## src/rtl/seg_display_driver.sv

```systemverilog
// rtl/seg_display_driver.sv - four-digit multiplexed hex display of captured PC/ALU words with a debounced page button
// Optional leading-zero blanking when DISP_BLANK_ZERO_EN is defined.
module seg_display_driver #(
   parameter int REFRESH_DIV  = 100000,
   parameter int DEBOUNCE_CYC = 1000000
) (
   input  logic        clock_in,
   input  logic        reset,
   input  logic [15:0] pc_in,
   input  logic [15:0] alu_in,
   input  logic        capture,
   input  logic        page_btn,
   output logic [3:0]  an,
   output logic [6:0]  seg,
   output logic        dp,
   output logic        page
);

   localparam int REF_W = (REFRESH_DIV > 2) ? $clog2(REFRESH_DIV) : 1;
   localparam int DEB_W = (DEBOUNCE_CYC > 2) ? $clog2(DEBOUNCE_CYC) : 1;
   localparam logic [REF_W-1:0] REF_LAST = REF_W'(REFRESH_DIV - 1);
   localparam logic [DEB_W-1:0] DEB_LAST = DEB_W'(DEBOUNCE_CYC - 1);

   logic [15:0]      pc_q;
   logic [15:0]      alu_q;
   logic [1:0]       sync_q;
   logic             btn_acc;
   logic [DEB_W-1:0] deb_cnt;
   logic             page_q;
   logic [REF_W-1:0] ref_cnt;
   logic [1:0]       k;

   logic [15:0]      word;
   logic [3:0]       nibble;
   logic             blank;
   logic [3:0]       an_d;
   logic [6:0]       seg_d;
   logic             dp_d;
   logic [3:0]       an_q;
   logic [6:0]       seg_q;
   logic             dp_q;

   function automatic logic [6:0] hex_to_seg(input logic [3:0] h);
      logic [6:0] s;
      case (h)
         4'h0: s = 7'b1000000;
         4'h1: s = 7'b1111001;
         4'h2: s = 7'b0100100;
         4'h3: s = 7'b0110000;
         4'h4: s = 7'b0011001;
         4'h5: s = 7'b0010010;
         4'h6: s = 7'b0000010;
         4'h7: s = 7'b1111000;
         4'h8: s = 7'b0000000;
         4'h9: s = 7'b0010000;
         4'hA: s = 7'b0001000;
         4'hB: s = 7'b0000011;
         4'hC: s = 7'b1000110;
         4'hD: s = 7'b0100001;
         4'hE: s = 7'b0000110;
         default: s = 7'b0001110;
      endcase
      return s;
   endfunction

   always_ff @(posedge clock_in) begin
      if (reset) begin
         pc_q  <= '0;
         alu_q <= '0;
      end else if (capture) begin
         pc_q  <= pc_in;
         alu_q <= alu_in;
      end
   end

   // Page toggles only on the accepted rising level, so a held button cannot re-toggle.
   always_ff @(posedge clock_in) begin
      if (reset) begin
         sync_q  <= '0;
         btn_acc <= 1'b0;
         deb_cnt <= '0;
         page_q  <= 1'b0;
      end else begin
         sync_q <= {sync_q[0], page_btn};
         if (sync_q[1] == btn_acc) begin
            deb_cnt <= '0;
         end else if (deb_cnt == DEB_LAST) begin
            btn_acc <= sync_q[1];
            deb_cnt <= '0;
            if (sync_q[1]) begin
               page_q <= ~page_q;
            end
         end else begin
            deb_cnt <= deb_cnt + DEB_W'(1);
         end
      end
   end

   always_ff @(posedge clock_in) begin
      if (reset) begin
         ref_cnt <= '0;
         k       <= 2'd0;
      end else if (ref_cnt == REF_LAST) begin
         ref_cnt <= '0;
         k       <= k + 2'd1;
      end else begin
         ref_cnt <= ref_cnt + REF_W'(1);
      end
   end

   assign word = page_q ? alu_q : pc_q;

   always_comb begin
      nibble = word[3:0];
      case (k)
         2'd0: nibble = word[3:0];
         2'd1: nibble = word[7:4];
         2'd2: nibble = word[11:8];
         default: nibble = word[15:12];
      endcase
   end

`ifdef DISP_BLANK_ZERO_EN
   // A digit is a leading zero when it and every more-significant nibble are zero.
   always_comb begin
      blank = 1'b0;
      case (k)
         2'd1: blank = (word[15:4] == 12'h000);
         2'd2: blank = (word[15:8] == 8'h00);
         2'd3: blank = (word[15:12] == 4'h0);
         default: blank = 1'b0;
      endcase
   end
`else
   assign blank = 1'b0;
`endif

   always_comb begin
      an_d  = 4'b1111;
      seg_d = 7'b1111111;
      dp_d  = 1'b1;
      if (!blank) begin
         an_d  = ~(4'b0001 << k);
         seg_d = hex_to_seg(nibble);
      end
      if (k == 2'd3 && page_q) begin
         dp_d = 1'b0;
      end
   end

   always_ff @(posedge clock_in) begin
      if (reset) begin
         an_q  <= 4'b1111;
         seg_q <= 7'b1111111;
         dp_q  <= 1'b1;
      end else begin
         an_q  <= an_d;
         seg_q <= seg_d;
         dp_q  <= dp_d;
      end
   end

   assign an   = an_q;
   assign seg  = seg_q;
   assign dp   = dp_q;
   assign page = page_q;

endmodule

```

## config.mk

```make
export PLATFORM = sky130hd
export DESIGN_NAME = seg_display_driver
export DESIGN_NICKNAME = d
export VERILOG_FILES = /design/src/rtl/seg_display_driver.sv
export SDC_FILE = /design/constraint.sdc
export NUM_CORES = 1
export LEC_CHECK = 0
export CAP_MARGIN = 25
export CELL_PAD_IN_SITES_DETAIL_PLACEMENT = 0
export CELL_PAD_IN_SITES_GLOBAL_PLACEMENT = 1
export CORE_MARGIN = 2
export CORE_UTILIZATION = 42
export CTS_CLUSTER_SIZE = 12
export DETAILED_ROUTE_END_ITERATION = 8
export PLACE_DENSITY = 0.83
export SETUP_SLACK_MARGIN = 0.4
export SYNTH_ARGS = -nofsm -noshare
export SYNTH_HDL_FRONTEND = slang
export SYNTH_SLANG_ARGS = --single-unit
```

## constraint.sdc

```tcl
create_clock -name clock_in -period 2.7 [get_ports clock_in]
set_input_delay 0.27 -clock clock_in [delete_from_list [all_inputs] [get_ports clock_in]]
set_output_delay 0.27 -clock clock_in [all_outputs]
set_load 0.01 [all_outputs]
```

## After elaboration in Yosys (flattened, before gate mapping)

Memory sizes are Yosys's and may differ from the RTL's. A register that Yosys moved wholly into a read port is not among the register bits.
Index checks and enable logic that the tools add are counted.

| operators by class | value |
|---|---|
| $add $sub $neg | 3 |
| equality and inequality tests | 6 |
| shift operators | 1 |
| muxes and demuxes | 3 |
| bitwise logic cells | 3 |
| reduce and logical (&&, ||, !) cells | 6 |

Operators by type and width:

| kind | number |
|---|---|
| $add 20x1->20 const B | 1 |
| $eq 20x20->1 const B | 1 |
| $add 17x1->17 const B | 1 |
| $eq 17x17->1 const B | 1 |
| $mux 16 | 1 |
| $pmux 4 s3 | 1 |
| $eq 2x2->1 const B | 2 |
| $not 4->4 | 1 |
| $shl 1x2->4 const A | 1 |
| $reduce_and 3->1 | 1 |
| $reduce_or 3->1 | 1 |
| $add 2x1->2 const B | 1 |
| $eq 2x1->1 const B | 1 |
| $logic_not 2->1 | 1 |
| $not 1->1 | 2 |
| $reduce_and 2->1 | 1 |
| $reduce_or 2->1 | 1 |
| $eq 1x1->1 | 1 |
| $logic_and 1x1->1 | 1 |
| $mux 1 | 1 |

| word-level totals | value |
|---|---|
| register bits after elaboration | 80 |
| bits in read-only memories | 112 |
| bits of input ports | 36 |
| output and inout port bits | 13 |
| word-level logic and storage cells | 33 |
| memories | 1 |

Memory list:

| name | depth | width | read ports | clocked after memory_dff | write ports | RTL line | text |
|---|---|---|---|---|---|---|---|
| (no name shown) | 16 | 7 | 1 | 1 | 0 | 45 | `case (h)` |

## Logic depth before layout (Yosys ltp)

| depth | value |
|---|---|
| word-level depth | 3 |
| mapped depth | 10 |
| depth with buffers taken out | 9 |

## Worst setup path before layout

No wires, ideal clock.

| timing | value |
|---|---|
| path kind | register -> register |
| start | register k[0] |
| end | register seg_q[3], in the netlist seg[3] |
| setup time | 0.121 ns |
| arrival time | 2.076 ns |
| required time | 2.579 ns |
| setup slack | 0.503 ns |
| cell stages (with the launch flop) | 11 |
| path buffers | 1 |
| clock period less this slack | 2.197 ns |
| cell sequence | dfxtp_1 > inv_1 > ha_1 > buf_2 > a222oi_1 > nand2_1 > nand3_1 > inv_1 > ha_1 > mux2_2 > a2bb2oi_1 |

| between the ends | value |
|---|---|
| word-level cells in the longest chain between the ends | 2 |
| elaborated cells on any way between the ends | 4 |
| those cells by class | eq/ne: 2; mux: 1; reduce/logical: 1 |

RTL lines:

| what | RTL line | text |
|---|---|---|
| start, declared | 31 | `logic [1:0] k;` |
| start signal, assigned | 105 | `k <= k + 2'd1;` |
| $eq 2x2->1, or another cell as far along | 115 | `case (k)` |
| $pmux 4 s3 (*) | 115 |  |
| end, declared | 40 | `logic [6:0] seg_q;` |

Every way passes the cells marked *; elsewhere a longest branch is shown, timed or not.
A chain may end at the register's enable or synchronous reset.

## Final worst setup path

| timing | value |
|---|---|
| start | register k[1] |
| end | register seg_q[3], in the netlist seg[3] |

The elaborated chain is that of the path after synthesis.

==> results.sh <==
export IMPL_drive_gt1_frac=0.0929
export IMPL_start_util=0.436
export IMPL_h_tree_depth=3
export IMPL_multi_input_area_um2=1980
export IMPL_synth_area_leaders="dfxtp_1 (46%), mux2i_1 (10%), nor2_1 (8.4%), xnor2_1 (5.0%), ha_1 (4.6%)"
export IMPL_power_density_nw_per_um2=549
export IMPL_grt_use_total=0.157
export IMPL_dieArea_um2=9870
export IMPL_layout_min_cycle_time_ns=2.17
export IMPL_dp_cells=541
export IMPL_cts_buffer_depth=2
export IMPL_antenna_cells=0
export IMPL_setup_viol=0
export IMPL_wl_per_cell_um=13.2
export IMPL_vias=2811
export IMPL_die_h_um=99.3
export IMPL_worstPathArrival_ns=2.40
export IMPL_start_kind="register"
export IMPL_totalWireLength_um=7380
export IMPL_syn_area_um2=3820
export IMPL_tritoncts="done"
export IMPL_clock_latency_ns=0.34
export IMPL_synth_top_family_by_area="simple AND/OR/NAND/NOR gates"
export IMPL_io_buffers=48
export IMPL_final_area_um2=4620
export IMPL_synthMuxAreaShare=0.108
export IMPL_rows=34
export IMPL_grt_pass1_vias=2632
export IMPL_fill_cells=804
export IMPL_hold_buffers=0
export IMPL_total_leakage_power_uw=0.00177
export IMPL_rsz0062_at_grt="false"
export IMPL_ir_drop_mv=0.301
export IMPL_cp_required_ns=2.93
export IMPL_tns_ns=0
export IMPL_antenna_found_initial=0
export IMPL_core_area_um2=8760
export IMPL_achievable_frequency_mhz=460
export IMPL_synth_compound_area_share=0.0479
export IMPL_synth_cell_types=47
export IMPL_synth_seq_cells=87
export IMPL_die_w_um=99.3
export IMPL_avgSynthCellArea_um2=9.47
export IMPL_grt_first_pass_wirelength_um=12600
export IMPL_first_pass_iters=4
export IMPL_cts_buffers_inserted=9
export IMPL_slew_headroom=0.389
export IMPL_drt_iter0_drc=91
export IMPL_critical_path_endpoint_type="register"
export IMPL_register_area_um2=1740
export IMPL_slew_violations=0
export IMPL_drv_cap=0
export IMPL_area_delta_synth_final_pct=21.1
export IMPL_synthAdderAreaFrac=0.0459
export IMPL_synth_edf_count=0
export IMPL_synth_seq_area_share=0.456
export IMPL_gp_congestion=0.805
export IMPL_dp_hpwl_um=5270
export IMPL_path_clk_slew_ns=0.08
export IMPL_hp_class="register to register"
export IMPL_ios=49
export IMPL_grt_max_degree=38
export IMPL_nets=498
export IMPL_synth_xor_area_share=0.0826
export IMPL_place_area_um2=4330
export IMPL_tightest_slew_ns=0.917
export IMPL_syn_inst=403
export IMPL_yosysWarnings=0
export IMPL_cts_root_buf="clkbuf_8"
export IMPL_final_core_util=0.528
export IMPL_cp_max_fo=9
export IMPL_async_flop_share=0
export IMPL_final_antenna_net_count=0
export IMPL_ys_flop_type="dfxtp_1"
export IMPL_criticalPathCategory="register to register"
export IMPL_finalCritPeriodShare=0.805
export IMPL_via_per_inst=5.02
export IMPL_status="finished clean"
export IMPL_synth_largest_area_cell="dfxtp_1"
export IMPL_final_cells=560
export IMPL_synthesis_nets=453
export IMPL_grt_overflow=0
export IMPL_final_hold_violation_count=0
export IMPL_clock_sinks=87
export IMPL_drcViolationCount=0
export IMPL_synthSimpleGateAreaFrac=0.221
export IMPL_synth_top_cell_area_share=0.456
export IMPL_fin_skew_ns=0.00958
==> flip-flops by register name, indices dropped and copies added (netlist names) <==
| signal | flops |
|---|---|
| deb_cnt | 20 |
| ref_cnt | 17 |
| alu_q | 16 |
| pc_q | 16 |
| seg | 7 |
| an | 4 |
| k | 2 |
| sync_q | 2 |
| btn_acc | 1 |
| dp | 1 |
| page | 1 |
==> critical path, stage by stage (launching register included) <==
cell and delay (ns):
dfxtp_2 0.36, inv_1 0.13, ha_2 0.30, a222oi_1 0.10, a22oi_1 0.23, nand2_2 0.12
buf_4 0.16, ha_1 0.24, mux2_2 0.28, a2bb2oi_1 0.14
==> kinds of logic (layout without fill, tap and decap cells) <==
family,Yosys count,in the layout
AOI/OAI and AO/OA,22,22
xor gates and xnor gates,36,36
adders and majority gates,14,14
buffers and inverters,30,79
DFF,87,87
muxes,41,41
and+or+nand+nor,173,173
==> through the flow <==
step / setup slack (ns) / hold WS [ns] / total power, uW
3_3_place_gp: 0.399 / 0.441 / 1600
2_1_floorplan: 0.503 / 0.398 / 1500
4_1_cts: 0.369 / 0.460 / 2570
5_1_grt: 0.359 / 0.474 / 2650
3_5_place_dp: 0.277 / 0.449 / 1600
6_report: 0.527 / 0.455 / 2540
==> area by class of cell <==
cell class | count | share of cell area
clock buffer | 11 | 0.0306
clock inverter | 4 | 0.0152
inverter | 11 | 0.00893
multi-input combinational | 286 | 0.428
sequential | 87 | 0.377
tap | 108 | 0.0292
timing repair buffer | 53 | 0.111
==> cell usage in the layout, fill, tap and decap left out, types with 2 or more instances in the layout <==
master / n
a211oi_1: 2
a222oi_1: 3
a22oi_1: 7
and3_1: 4
and4_1: 2
buf_4: 5
bufinv_16: 2
clkbuf_8: 10
clkdlybuf4s50_1: 47
clkinv_2: 2
dfxtp_1: 85
dfxtp_2: 2
ha_1: 11
ha_4: 2
inv_1: 10
mux2i_1: 40
nand2_1: 25
nand2_2: 2
nand3_1: 16
nand4_1: 8
nor2_1: 85
nor2b_1: 4
nor3_1: 4
nor4_1: 5
nor4_2: 2
nor4b_1: 2
o311ai_1: 2
xnor2_1: 22
xor2_1: 14
==> report_power, final <==
part | switching [uW] | internal (uW)
clock | 422 | 539
sequential | 25.2 | 1330
combinational | 97.7 | 126
total | 545 | 1990
==> timing repair <==
item,4_1_cts,5_1_grt
buffers inserted,0,4
pin swaps,0,3
endpoints found under the setup margin,6,18
endpoints found under the hold margin,0,0
resized for setup,3,11
==> cells in the mapped netlist (2+ instances only) <==
cell type  number
dfxtp_1        87
nor2_1         85
mux2i_1        40
nand2_1        27
xnor2_1        22
nand3_1        17
ha_1           14
xor2_1         14
inv_1          11
buf_2           8
nand4_1         8
a22oi_1         7
clkbuf_1        6
nor4_1          5
and3_1          4
nor2b_1         4
nor3_1          4
a222oi_1        3
nor4b_1         3
a211oi_1        2
and4_1          2
buf_4           2
nor4_2          2
o311ai_1        2
or3_1           2
==> layer usage <==
metal | vias up | wire length (um) | GRT usage
met5 | - | 0 | 0
met4 | 0 | 75 | 0.0474
met3 | 5 | 298 | 0.0401
met2 | 48 | 3340 | 0.242
met1 | 1292 | 3670 | 0.216
li1 | 1466 | - | -
==> worst paths after layout <==
kind | end | cells after the start | slack (ns) | from
hold / removal | sync_q[1]$_SDFF_PP0_ | 1 | 0.46 | sync_q[0]$_SDFF_PP0_
setup reg to reg | seg[3]$_SDFF_PP1_ | 9 | 0.53 | k[1]$_SDFFE_PP0N_
setup / recovery | seg[3]$_SDFF_PP1_ | 9 | 0.53 | k[1]$_SDFFE_PP0N_
hold reg to reg | sync_q[1]$_SDFF_PP0_ | 1 | 0.46 | sync_q[0]$_SDFF_PP0_
(Power assumes the default switching activity.)
